--- src/rtl/gstmcu_pkg.sv ---
// Shared types and constants for the MCU-side DMA bus sequencer.
package gstmcu_pkg;

    localparam int unsigned ADDR_W = 23;
    localparam int unsigned DATA_W = 16;
    localparam int unsigned BYTE_W = 8;
    localparam int unsigned TO_W   = 8;

    localparam logic [1:0] REG_SEL_LO   = 2'd0;
    localparam logic [1:0] REG_SEL_MID  = 2'd1;
    localparam logic [1:0] REG_SEL_HI   = 2'd2;
    localparam logic [1:0] REG_SEL_STAT = 2'd3;

    typedef enum logic [2:0] {
        ST_IDLE,
        ST_REQ,
        ST_OWN,
        ST_MEM,
        ST_ACK,
        ST_HOLD
    } dma_state_e;

endpackage

--- src/rtl/dma_bus_seq_if.sv ---
// DMA chip, CPU arbitration, RAM and register signals of the DMA bus sequencer.
interface dma_bus_seq_if;
    import gstmcu_pkg::*;

    logic                dma_rdy_i;
    logic                dma_rdy_o;
    logic                dma_rw;
    logic [DATA_W-1:0]   dma_din;
    logic [DATA_W-1:0]   dma_dout;
    logic                br_n;
    logic                bgack_n;
    logic                bg_n;
    logic                ram_cycle;
    logic                ram_we;
    logic [ADDR_W-1:0]   ram_addr;
    logic [DATA_W-1:0]   ram_dout;
    logic [DATA_W-1:0]   ram_din;
    logic                ram_ack;
    logic                reg_we;
    logic [1:0]          reg_sel;
    logic [BYTE_W-1:0]   reg_din;
    logic [BYTE_W-1:0]   reg_dout;
    logic                dma_err;

    // Sequencer side
    modport master (
        input  dma_rdy_i, dma_rw, dma_din, bg_n, ram_din, ram_ack,
               reg_we, reg_sel, reg_din,
        output dma_rdy_o, dma_dout, br_n, bgack_n, ram_cycle, ram_we,
               ram_addr, ram_dout, reg_dout, dma_err
    );

    // DMA chip / CPU / RAM side
    modport slave (
        output dma_rdy_i, dma_rw, dma_din, bg_n, ram_din, ram_ack,
               reg_we, reg_sel, reg_din,
        input  dma_rdy_o, dma_dout, br_n, bgack_n, ram_cycle, ram_we,
               ram_addr, ram_dout, reg_dout, dma_err
    );

endinterface

--- src/rtl/dma_addr_cnt.sv ---
// 23-bit DMA word-address counter with CPU byte access and post-cycle increment.
module dma_addr_cnt
    import gstmcu_pkg::*;
(
    input  logic              clk32,
    input  logic              rst,
    input  logic              i_we,
    input  logic [1:0]        i_sel,
    input  logic [BYTE_W-1:0] i_din,
    input  logic              i_inc,
    output logic [ADDR_W-1:0] o_addr,
    output logic [BYTE_W-1:0] o_rdata_c
);

    logic [ADDR_W-1:0] r_cnt;

    // CPU write has priority over the increment of a finished word
    always_ff @(posedge clk32) begin
        if (rst) begin
            r_cnt <= '0;
        end else if (i_we && (i_sel != REG_SEL_STAT)) begin
            case (i_sel)
                REG_SEL_LO:  r_cnt[6:0]   <= i_din[7:1];
                REG_SEL_MID: r_cnt[14:7]  <= i_din;
                default:     r_cnt[22:15] <= i_din;
            endcase
        end else if (i_inc) begin
            r_cnt <= r_cnt + ADDR_W'(1);
        end
    end

    // Byte view of the counter as a byte address (bit 0 always reads 0)
    always_comb begin
        o_rdata_c = '0;
        case (i_sel)
            REG_SEL_LO:  o_rdata_c = {r_cnt[6:0], 1'b0};
            REG_SEL_MID: o_rdata_c = r_cnt[14:7];
            REG_SEL_HI:  o_rdata_c = r_cnt[22:15];
            default:     o_rdata_c = '0;
        endcase
    end

    assign o_addr = r_cnt;

endmodule

--- src/rtl/dma_bus_seq.sv ---
// MCU-side DMA bus sequencer: request detect, bus arbitration, one RAM word per ack.
// Optional DMA_GRANT_TIMEOUT_EN: abort a bus request after 255 ungranted clk_en ticks.
module dma_bus_seq
    import gstmcu_pkg::*;
#(
    parameter int unsigned HOLD = 4
) (
    input  logic          clk32,
    input  logic          rst,
    input  logic          clk_en,
    dma_bus_seq_if.master bus
);

    localparam int unsigned HOLD_W = (HOLD > 0) ? $clog2(HOLD + 1) : 1;

    dma_state_e          r_state;
    logic                r_rdy_d;
    logic                r_pend;
    logic                r_br_n;
    logic                r_bgack_n;
    logic                r_ram_cycle;
    logic                r_ram_we;
    logic                r_rdy_o;
    logic [DATA_W-1:0]   r_dout;
    logic [DATA_W-1:0]   r_ram_dout;
    logic [HOLD_W-1:0]   r_hold;

    logic                w_req;
    logic                w_start;
    logic                w_inc;
    logic                w_timeout;
    logic                w_err;
    logic [ADDR_W-1:0]   w_addr;
    logic [BYTE_W-1:0]   w_cnt_rdata;

    assign w_req   = bus.dma_rdy_i & ~r_rdy_d;
    assign w_start = clk_en & ((r_state == ST_OWN) | ((r_state == ST_HOLD) & r_pend));
    assign w_inc   = (r_state == ST_MEM) & bus.ram_ack;

    // Edge detector keeps tracking the level through reset so a held line is not a new request
    always_ff @(posedge clk32) begin
        r_rdy_d <= bus.dma_rdy_i;
    end

`ifdef DMA_GRANT_TIMEOUT_EN
    logic [TO_W-1:0] r_to_cnt;
    logic            r_err;
    logic            w_stat_wr;

    assign w_stat_wr = bus.reg_we & (bus.reg_sel == REG_SEL_STAT);
    // The 255th ungranted tick in REQ aborts the request
    assign w_timeout = (r_state == ST_REQ) & clk_en & bus.bg_n & (r_to_cnt == TO_W'(254));

    always_ff @(posedge clk32) begin
        if (rst) begin
            r_to_cnt <= '0;
            r_err    <= 1'b0;
        end else begin
            if (r_state != ST_REQ) begin
                r_to_cnt <= '0;
            end else if (clk_en && bus.bg_n) begin
                r_to_cnt <= r_to_cnt + TO_W'(1);
            end
            if (w_timeout) begin
                r_err <= 1'b1;
            end else if (w_stat_wr) begin
                r_err <= 1'b0;
            end
        end
    end

    assign w_err = r_err;
`else
    assign w_timeout = 1'b0;
    assign w_err     = 1'b0;
`endif

    // Sequencer FSM with registered bus and handshake outputs
    always_ff @(posedge clk32) begin
        if (rst) begin
            r_state     <= ST_IDLE;
            r_pend      <= 1'b0;
            r_br_n      <= 1'b1;
            r_bgack_n   <= 1'b1;
            r_ram_cycle <= 1'b0;
            r_ram_we    <= 1'b0;
            r_rdy_o     <= 1'b0;
            r_dout      <= '0;
            r_ram_dout  <= '0;
            r_hold      <= '0;
        end else begin
            r_rdy_o <= 1'b0;
            if (w_req) begin
                r_pend <= 1'b1;
            end else if (w_start || w_timeout) begin
                r_pend <= 1'b0;
            end

            case (r_state)
                ST_IDLE: begin
                    if (clk_en && r_pend) begin
                        r_state <= ST_REQ;
                        r_br_n  <= 1'b0;
                    end
                end
                ST_REQ: begin
                    if (clk_en && !bus.bg_n) begin
                        r_state   <= ST_OWN;
                        r_bgack_n <= 1'b0;
                        r_br_n    <= 1'b1;
                    end else if (w_timeout) begin
                        r_state <= ST_IDLE;
                        r_br_n  <= 1'b1;
                    end
                end
                ST_OWN: begin
                    if (clk_en) begin
                        r_state     <= ST_MEM;
                        r_ram_cycle <= 1'b1;
                        r_ram_we    <= ~bus.dma_rw;
                        r_ram_dout  <= bus.dma_din;
                    end
                end
                ST_MEM: begin
                    if (bus.ram_ack) begin
                        r_state     <= ST_ACK;
                        r_ram_cycle <= 1'b0;
                        r_ram_we    <= 1'b0;
                        r_rdy_o     <= 1'b1;
                        if (bus.dma_rw) begin
                            r_dout <= bus.ram_din;
                        end
                    end
                end
                ST_ACK: begin
                    r_state <= ST_HOLD;
                    r_hold  <= HOLD_W'(HOLD);
                end
                ST_HOLD: begin
                    // Keep the bus for a follow-on word; skip re-arbitration
                    if (clk_en) begin
                        if (r_pend) begin
                            r_state     <= ST_MEM;
                            r_ram_cycle <= 1'b1;
                            r_ram_we    <= ~bus.dma_rw;
                            r_ram_dout  <= bus.dma_din;
                        end else if (r_hold == '0) begin
                            r_state   <= ST_IDLE;
                            r_bgack_n <= 1'b1;
                        end else begin
                            r_hold <= r_hold - HOLD_W'(1);
                        end
                    end
                end
                default: r_state <= ST_IDLE;
            endcase
        end
    end

    dma_addr_cnt u_addr_cnt (
        .clk32     (clk32),
        .rst       (rst),
        .i_we      (bus.reg_we),
        .i_sel     (bus.reg_sel),
        .i_din     (bus.reg_din),
        .i_inc     (w_inc),
        .o_addr    (w_addr),
        .o_rdata_c (w_cnt_rdata)
    );

    always_comb begin
        bus.reg_dout = w_cnt_rdata;
        if (bus.reg_sel == REG_SEL_STAT) begin
            bus.reg_dout = {6'b0, w_err, (r_state != ST_IDLE)};
        end
    end

    assign bus.dma_rdy_o = r_rdy_o;
    assign bus.dma_dout  = r_dout;
    assign bus.br_n      = r_br_n;
    assign bus.bgack_n   = r_bgack_n;
    assign bus.ram_cycle = r_ram_cycle;
    assign bus.ram_we    = r_ram_we;
    assign bus.ram_addr  = w_addr;
    assign bus.ram_dout  = r_ram_dout;
    assign bus.dma_err   = w_err;

endmodule

--- src/flat_wrapper.sv ---
// flat-port wrapper written by rule: the top's interface ports become plain ports
module dma_bus_seq_flat import gstmcu_pkg::*;
#(
    parameter int unsigned HOLD = 4
)
  (clk32, rst, clk_en, bus_dma_rdy_i, bus_dma_rw, bus_dma_din, bus_bg_n, bus_ram_din, bus_ram_ack, bus_reg_we, bus_reg_sel, bus_reg_din, bus_dma_rdy_o, bus_dma_dout, bus_br_n, bus_bgack_n, bus_ram_cycle, bus_ram_we, bus_ram_addr, bus_ram_dout, bus_reg_dout, bus_dma_err);
  dma_bus_seq_if bus_i ();
  input  logic clk32;
  input  logic rst;
  input  logic clk_en;
  input wire logic [$bits(bus_i.dma_rdy_i)-1:0] bus_dma_rdy_i;
  input wire logic [$bits(bus_i.dma_rw)-1:0] bus_dma_rw;
  input wire logic [$bits(bus_i.dma_din)-1:0] bus_dma_din;
  input wire logic [$bits(bus_i.bg_n)-1:0] bus_bg_n;
  input wire logic [$bits(bus_i.ram_din)-1:0] bus_ram_din;
  input wire logic [$bits(bus_i.ram_ack)-1:0] bus_ram_ack;
  input wire logic [$bits(bus_i.reg_we)-1:0] bus_reg_we;
  input wire logic [$bits(bus_i.reg_sel)-1:0] bus_reg_sel;
  input wire logic [$bits(bus_i.reg_din)-1:0] bus_reg_din;
  output wire logic [$bits(bus_i.dma_rdy_o)-1:0] bus_dma_rdy_o;
  output wire logic [$bits(bus_i.dma_dout)-1:0] bus_dma_dout;
  output wire logic [$bits(bus_i.br_n)-1:0] bus_br_n;
  output wire logic [$bits(bus_i.bgack_n)-1:0] bus_bgack_n;
  output wire logic [$bits(bus_i.ram_cycle)-1:0] bus_ram_cycle;
  output wire logic [$bits(bus_i.ram_we)-1:0] bus_ram_we;
  output wire logic [$bits(bus_i.ram_addr)-1:0] bus_ram_addr;
  output wire logic [$bits(bus_i.ram_dout)-1:0] bus_ram_dout;
  output wire logic [$bits(bus_i.reg_dout)-1:0] bus_reg_dout;
  output wire logic [$bits(bus_i.dma_err)-1:0] bus_dma_err;
  assign bus_i.dma_rdy_i = bus_dma_rdy_i;
  assign bus_i.dma_rw = bus_dma_rw;
  assign bus_i.dma_din = bus_dma_din;
  assign bus_i.bg_n = bus_bg_n;
  assign bus_i.ram_din = bus_ram_din;
  assign bus_i.ram_ack = bus_ram_ack;
  assign bus_i.reg_we = bus_reg_we;
  assign bus_i.reg_sel = bus_reg_sel;
  assign bus_i.reg_din = bus_reg_din;
  assign bus_dma_rdy_o = bus_i.dma_rdy_o;
  assign bus_dma_dout = bus_i.dma_dout;
  assign bus_br_n = bus_i.br_n;
  assign bus_bgack_n = bus_i.bgack_n;
  assign bus_ram_cycle = bus_i.ram_cycle;
  assign bus_ram_we = bus_i.ram_we;
  assign bus_ram_addr = bus_i.ram_addr;
  assign bus_ram_dout = bus_i.ram_dout;
  assign bus_reg_dout = bus_i.reg_dout;
  assign bus_dma_err = bus_i.dma_err;
  dma_bus_seq #(.HOLD(HOLD)) u_core (.clk32(clk32), .rst(rst), .clk_en(clk_en), .bus(bus_i));
endmodule
--- config.mk ---
export PLATFORM = sky130hd
export DESIGN_NAME = dma_bus_seq_flat
export DESIGN_NICKNAME = d
export VERILOG_FILES = /design/src/rtl/gstmcu_pkg.sv /design/src/rtl/dma_bus_seq_if.sv /design/src/rtl/dma_addr_cnt.sv /design/src/rtl/dma_bus_seq.sv /design/src/flat_wrapper.sv
export SDC_FILE = /design/constraint.sdc
export NUM_CORES = 1
export LEC_CHECK = 0
export CORE_MARGIN = 3
export CORE_UTILIZATION = 47
export DETAILED_ROUTE_END_ITERATION = 10
export PLACE_DENSITY = 0.81
export SETUP_SLACK_MARGIN = 0.15
export SLEW_MARGIN = 10
export SYNTH_ARGS = -nofsm -noshare
export SYNTH_HDL_FRONTEND = slang
export SYNTH_SLANG_ARGS = --single-unit
--- constraint.sdc ---
create_clock -name clk32 -period 2.4 [get_ports clk32]
set_input_delay 0.36 -clock clk32 [delete_from_list [all_inputs] [get_ports clk32]]
set_output_delay 0.36 -clock clk32 [all_outputs]
set_load 0.02 [all_outputs]
# ---- Yosys cells after proc, flatten, opt, wreduce, memory -nomap -nowiden
# Cells that the tools add are included.
dict set report op_classes {
  n_mul 0
  reduce_logical 27
  n_shift 0
  mux 43
  div 0
  add_sub_neg 2
  n_eq_ne 22
  order_cmp 0
  bitwise_logic 8
}
# op count
set ops {}
lappend ops {{2-to-1 mux 16 bit} 3}
lappend ops {{2-to-1 mux 23 bit} 2}
lappend ops {{case mux 16 bit (2 select lines)} 1}
lappend ops {{2-to-1 mux 3 bit} 10}
lappend ops {{2-to-1 mux 8 bit} 3}
lappend ops {{case mux 8 bit (3 select lines)} 1}
lappend ops {{adder 23 x 1 -> 23 bit (second input constant)} 1}
lappend ops {{case mux 3 bit (6 select lines)} 1}
lappend ops {{2-to-1 mux 1 bit} 16}
lappend ops {{!= test 2 bit (second input constant)} 8}
lappend ops {{nonzero test 2 bit} 6}
lappend ops {{!= test 2 x 1 -> 1 bit (second input constant)} 5}
lappend ops {{AND reduction 5 bit} 2}
lappend ops {{AND reduction 4 bit} 2}
lappend ops {{2-to-1 mux 7 bit} 1}
lappend ops {{== test 3 x 2 -> 1 bit (second input constant)} 2}
lappend ops {{== test 3 bit (second input constant)} 2}
lappend ops {{logical NOT 3 bit} 2}
lappend ops {{case mux 1 bit (3 select lines)} 2}
lappend ops {{case mux 3 bit (2 select lines)} 1}
lappend ops {{AND reduction 2 bit} 3}
lappend ops {{AND reduction 3 bit} 2}
lappend ops {{AND reduction 6 bit} 1}
lappend ops {{nonzero test 3 bit} 2}
lappend ops {{13 further kinds} 23}
dict set report word_totals {
  word_cells 116
  mem_bits_rw 0
  memories 0
  romBits 0
  output_inout_bits 69
  regBits 68
  latchBits 0
  in_bits 50
}

# ---- Depth between registers and ports, before layout
dict set report depth {
  ltp_word 6
  ltp_mapped 8
  ltp_nobuf 6
}

# ---- By module
# Synthesis repeated with hierarchy kept, for this count alone.
dict set report unflattened {
  hier_cells 447
  area_unflattened_um2 3771.1
}
# module instances area_each_um2 cells_each seq_area_each_um2
set modules_own_cells {}
lappend modules_own_cells {dma_bus_seq 1 1909.3 193 900.9}
lappend modules_own_cells {dma_addr_cnt 1 1861.8 254 460.4}

# ---- Worst setup path before layout
# Ideal clock, no wire load.
dict set report synth_timing {
  path_kind {register to register}
  start {register u_core.u_addr_cnt.r_cnt[0] (netlist: u_core.u_addr_cnt.o_addr[0])}
  end {register u_core.u_addr_cnt.r_cnt[6] (netlist: u_core.u_addr_cnt.o_addr[6])}
  period_less_slack_ns 1.838
  stages_incl_launch_ff 6
  required_time_ns 2.330
  path_slack_ns 0.562
  arrival_time_ns 1.767
  n_path_buf 0
  setup_time_ns 0.070
  path_cell_list {dfxtp_1 -> ha_1 -> nand3_1 -> or4_2 -> a21o_1 -> a21oi_1}
}
dict set report synth_between {
  elab_chain_cells 3
}
# item line
set synth_lines {}
lappend synth_lines {{from (decl)} dma_addr_cnt.sv:15} ;# logic [ADDR_W-1:0] r_cnt;
lappend synth_lines {{from (signal assigned)} dma_addr_cnt.sv:23} ;# REG_SEL_LO: r_cnt[6:0] <= i_din[7:1];
lappend synth_lines {{from (signal assigned)} dma_addr_cnt.sv:28} ;# r_cnt <= r_cnt + ADDR_W'(1);
lappend synth_lines {{adder 23 x 1 -> 23 bit} dma_addr_cnt.sv:28}
lappend synth_lines {{2-to-1 mux 23 bit} dma_addr_cnt.sv:27} ;# end else if (i_inc) begin
lappend synth_lines {{2-to-1 mux 23 bit} dma_addr_cnt.sv:21} ;# end else if (i_we && (i_sel != REG_SEL_STAT)) begin
# No other way between the ends. The select of a mux whose other input is x is not followed.
# A chain may end at the register's enable or synchronous reset.

# ---- Worst setup path in the final report
dict set report layout_timing {
  start {input bus_reg_sel[1]}
  end {output bus_reg_dout[7]}
}
dict set report layout_between {
  elab_chain_cells 3
  elab_cells_between_ends 6
  classes_between {eq/ne: 3; mux: 2; reduce/logical: 1}
}
# item line
set layout_lines {}
lappend layout_lines {{from (decl)} flat_wrapper.sv:18} ;# input wire logic [$bits(bus_i.reg_sel)-1:0] bus_reg_sel;
lappend layout_lines {{== test 2 bit, or another cell as far along} dma_addr_cnt.sv:35} ;# case (i_sel)
lappend layout_lines {{case mux 8 bit (3 select lines)} dma_addr_cnt.sv:35}
lappend layout_lines {{2-to-1 mux 8 bit *} dma_bus_seq.sv:173} ;# if (bus.reg_sel == REG_SEL_STAT) begin
lappend layout_lines {{to (decl)} flat_wrapper.sv:28} ;# output wire logic [$bits(bus_i.reg_dout)-1:0] bus_reg_dout;
# Mark *: on every way between the ends. The rest lies on a longest branch, timed or not.

==> results.sh <==
export IMPL_core_area_um2=7490
export IMPL_clock_sinks=68
export IMPL_ctsRootBufferMaster="clkbuf_8"
export IMPL_peakVddDrop_mv=0.388
export IMPL_dr_pass1_iters=5
export IMPL_rows=31
export IMPL_drive_gt1_share_pct=9.58
export IMPL_fin_cells=673
export IMPL_ys_ff_latch=68
export IMPL_p_per_area_nw_per_um2=508
export IMPL_hpwlAfterDp_um=8470
export IMPL_synthDistinctLibCells=72
export IMPL_place_inst=657
export IMPL_relSlewSlack_pct=55.1
export IMPL_grt_pass1_wl_um=18400
export IMPL_drc=0
export IMPL_maxSlewViolCount=0
export IMPL_chipWidth_um=95.2
export IMPL_io_pins=119
export IMPL_routedWlPerCell_um=17.1
export IMPL_gp_congestion=0.941
export IMPL_utilization_pct=70.0
export IMPL_hp_class="flop to flop"
export IMPL_via_per_inst=5.96
export IMPL_place_ws_ns=-0.0143
export IMPL_status="finished clean"
export IMPL_cpMaxStageDelayCell="clkdlybuf4s50_1"
export IMPL_path_class="input pin to output port"
export IMPL_ys_seq_area_share_pct=36.4
export IMPL_syn2layout_area_growth_pct=40.2
export IMPL_clk_latency_ns=0.34
export IMPL_cts_buffers=9
export IMPL_setup_violations=0
export IMPL_path_clk_slew_ns=0.07
export IMPL_first_iter_violations=218
export IMPL_min_period_ns=2.14
export IMPL_maxCapViolCount=0
export IMPL_gr_usage_all_layers_pct=25.6
export IMPL_finalWorstSetupSlack_ns=0.258
export IMPL_htreeDepth=3
export IMPL_totalWireLength_um=11500
export IMPL_synth_warnings=0
export IMPL_antenna_found_initial=0
export IMPL_start_util_pct=49.9
export IMPL_async_reset_ff_share_pct=0
export IMPL_critPathBufInv=4
export IMPL_synth_avg_cell_area_um2=8.25
export IMPL_grt_setup_unrepaired="false"
export IMPL_max_stage_delay_ns=0.44
export IMPL_synth_edf_count=0
export IMPL_fin_hold_ws_ns=0.455
export IMPL_timing_fmax_ghz=0.467
export IMPL_path_max_fanout=22
export IMPL_startpoint_type="input pin"
export IMPL_final_cell_mix="clkdlybuf4s50_1, dfxtp_1, nand2_1"
export IMPL_synth_area_um2=3740
export IMPL_required_ns=2.04
export IMPL_cts_hold_buf=0
export IMPL_grt_pass1_vias=3807
export IMPL_cts_tree="built"
export IMPL_gr_total_overflow=0
export IMPL_synthTopCellsByArea="dfxtp_1, mux2i_1, nand2_1"
export IMPL_tightestPinTransition_ns=0.674
export IMPL_hold_viol_final=0
export IMPL_critPathTopFamily="buffers and inverters"
export IMPL_synth_top_area_cell="dfxtp_1"
export IMPL_p_leak_nw=2.00
export IMPL_layout_commonest_cell="clkdlybuf4s50_1"
export IMPL_port_buffers=117
export IMPL_period_share_pct=89.3
export IMPL_yosys_most_used_dff="dfxtp_1"
export IMPL_endpoint_kind="output port"
export IMPL_final_nets=622
export IMPL_synth_fp_nets=506
export IMPL_die_area_um2=9060
export IMPL_worstPathArrival_ns=1.78
export IMPL_crit_chain="clkdlybuf4s50_1 > buf_12 > nor2b_1 > buf_4 > nand2_1 > o21ai_0 > dlygate4sd2_1"
export IMPL_cts_path_max_buffers=2
export IMPL_finClkSkew_ns=0.00501
export IMPL_syn_inst=453
export IMPL_vias=4010
export IMPL_synth_top_area_share_pct=36.4
export IMPL_grt_max_degree=46
export IMPL_num_antenna_cells=0
export IMPL_die_height_um=95.2
export IMPL_ant_nets=0
## layout make-up
cell class | instances | area, um2
multi-input combinational | 337 | 2140
inverter | 12 | 45.0
clock inverter | 6 | 87.6
clock buffer | 10 | 138
fill | 626 | 2240
timing repair buffer | 141 | 1350
tap | 99 | 124
sequential | 68 | 1360
## report_power, final
group / switching, mW / internal, mW / leakage [nW] / total, mW
logic: 0.201 / 0.211 / 1.34 / 0.412
clock network: 0.433 / 0.613 / 0.116 / 1.05
registers: 0.0477 / 1.16 / 0.550 / 1.20
total: 0.682 / 1.98 / 2.00 / 2.66
## metal layers
metal  GRT usage, %  wire length, um
met5              0                0
met4           9.86              307
met3           7.18             1120
met2           40.5             5390
met1           32.8             4650
## cells in the mapped netlist (2+ instances only)
library cell,count
a31oi_1,4
o21ai_0,25
dfxtp_1,68
buf_4,3
nor3b_1,3
and3b_1,3
a211oi_1,2
nor4_1,2
and4b_1,2
buf_2,12
or3_1,3
clkbuf_1,16
o22ai_1,4
o31ai_1,3
clkbuf_8,3
a21o_1,4
a311oi_1,4
and4_1,2
o211ai_1,4
o32ai_1,5
a221o_1,2
mux2i_1,25
a22oi_1,2
a22o_1,4
nor2_1,28
o31a_1,6
nand2_1,61
nand4_1,10
a221oi_1,3
nor3_1,7
nand3_1,13
inv_1,11
or2_2,2
a21oi_1,35
nand2b_1,5
nor2b_1,11
and2_1,6
and3_1,7
or4_1,3
a2bb2oi_1,3
nand4b_1,3
ha_1,3
a32o_1,2
## registers in the layout, summed over array words and instances (netlist names)
signal,cells
u_core.bus.bgack_n,1
u_core.bus.br_n,1
u_core.bus.dma_dout,16
u_core.bus.dma_rdy_o,1
u_core.bus.ram_cycle,1
u_core.bus.ram_dout,16
u_core.bus.ram_we,1
u_core.r_hold,3
u_core.r_pend,1
u_core.r_rdy_d,1
u_core.r_state,3
u_core.u_addr_cnt.o_addr,23
## worst paths after layout
check / startpoint / end / slack, ns / cells after the start
worst max-delay path: bus_reg_sel[1] / bus_reg_dout[7] / 0.26 / 7
worst min-delay path: u_core.bus.dma_dout[8] / u_core.bus.dma_dout[8] / 0.45 / 2
worst max register to register: u_core.r_state[2] / u_core.bus.ram_dout[1] / 0.36 / 5
worst min register to register: u_core.bus.dma_dout[8] / u_core.bus.dma_dout[8] / 0.45 / 2
## worst register-to-register path, cell delays in order (launching register included)
cell	delay (ns)
dfxtp_1	0.47
and4b_1	0.32
o21ai_2	0.56
buf_4	0.30
mux2i_1	0.21
nor2_1	0.05
## metrics by stage
step	TNS [ns]	total power, mW	cell area (um2)
6_report	0	2.66	5240
5_1_grt	0	2.77	5240
2_1_floorplan	0	1.43	3740
4_1_cts	0	2.68	5240
3_3_place_gp	0	1.63	5030
3_5_place_dp	-0.0143	1.64	5030
## timing repair
item / 4_1_cts / 5_1_grt
setup buffers: 0 / 0
gates resized for setup: 8 / 0
setup endpoints to repair: 8 / 0
## cell families after synthesis
group / count (synthesis) / synth area share (%)
XOR/XNOR: 2 / 0.469
other: 1 / 0.100
adder cells (fa/ha/maj): 3 / 1.00
flip-flops: 68 / 36.4
buffers and inverters: 48 / 6.53
AND/OR/NAND/NOR: 179 / 25.5
multiplexers: 25 / 6.69
AO/OA/AOI/OAI: 127 / 23.3
Power figures use the tool's default switching activity.
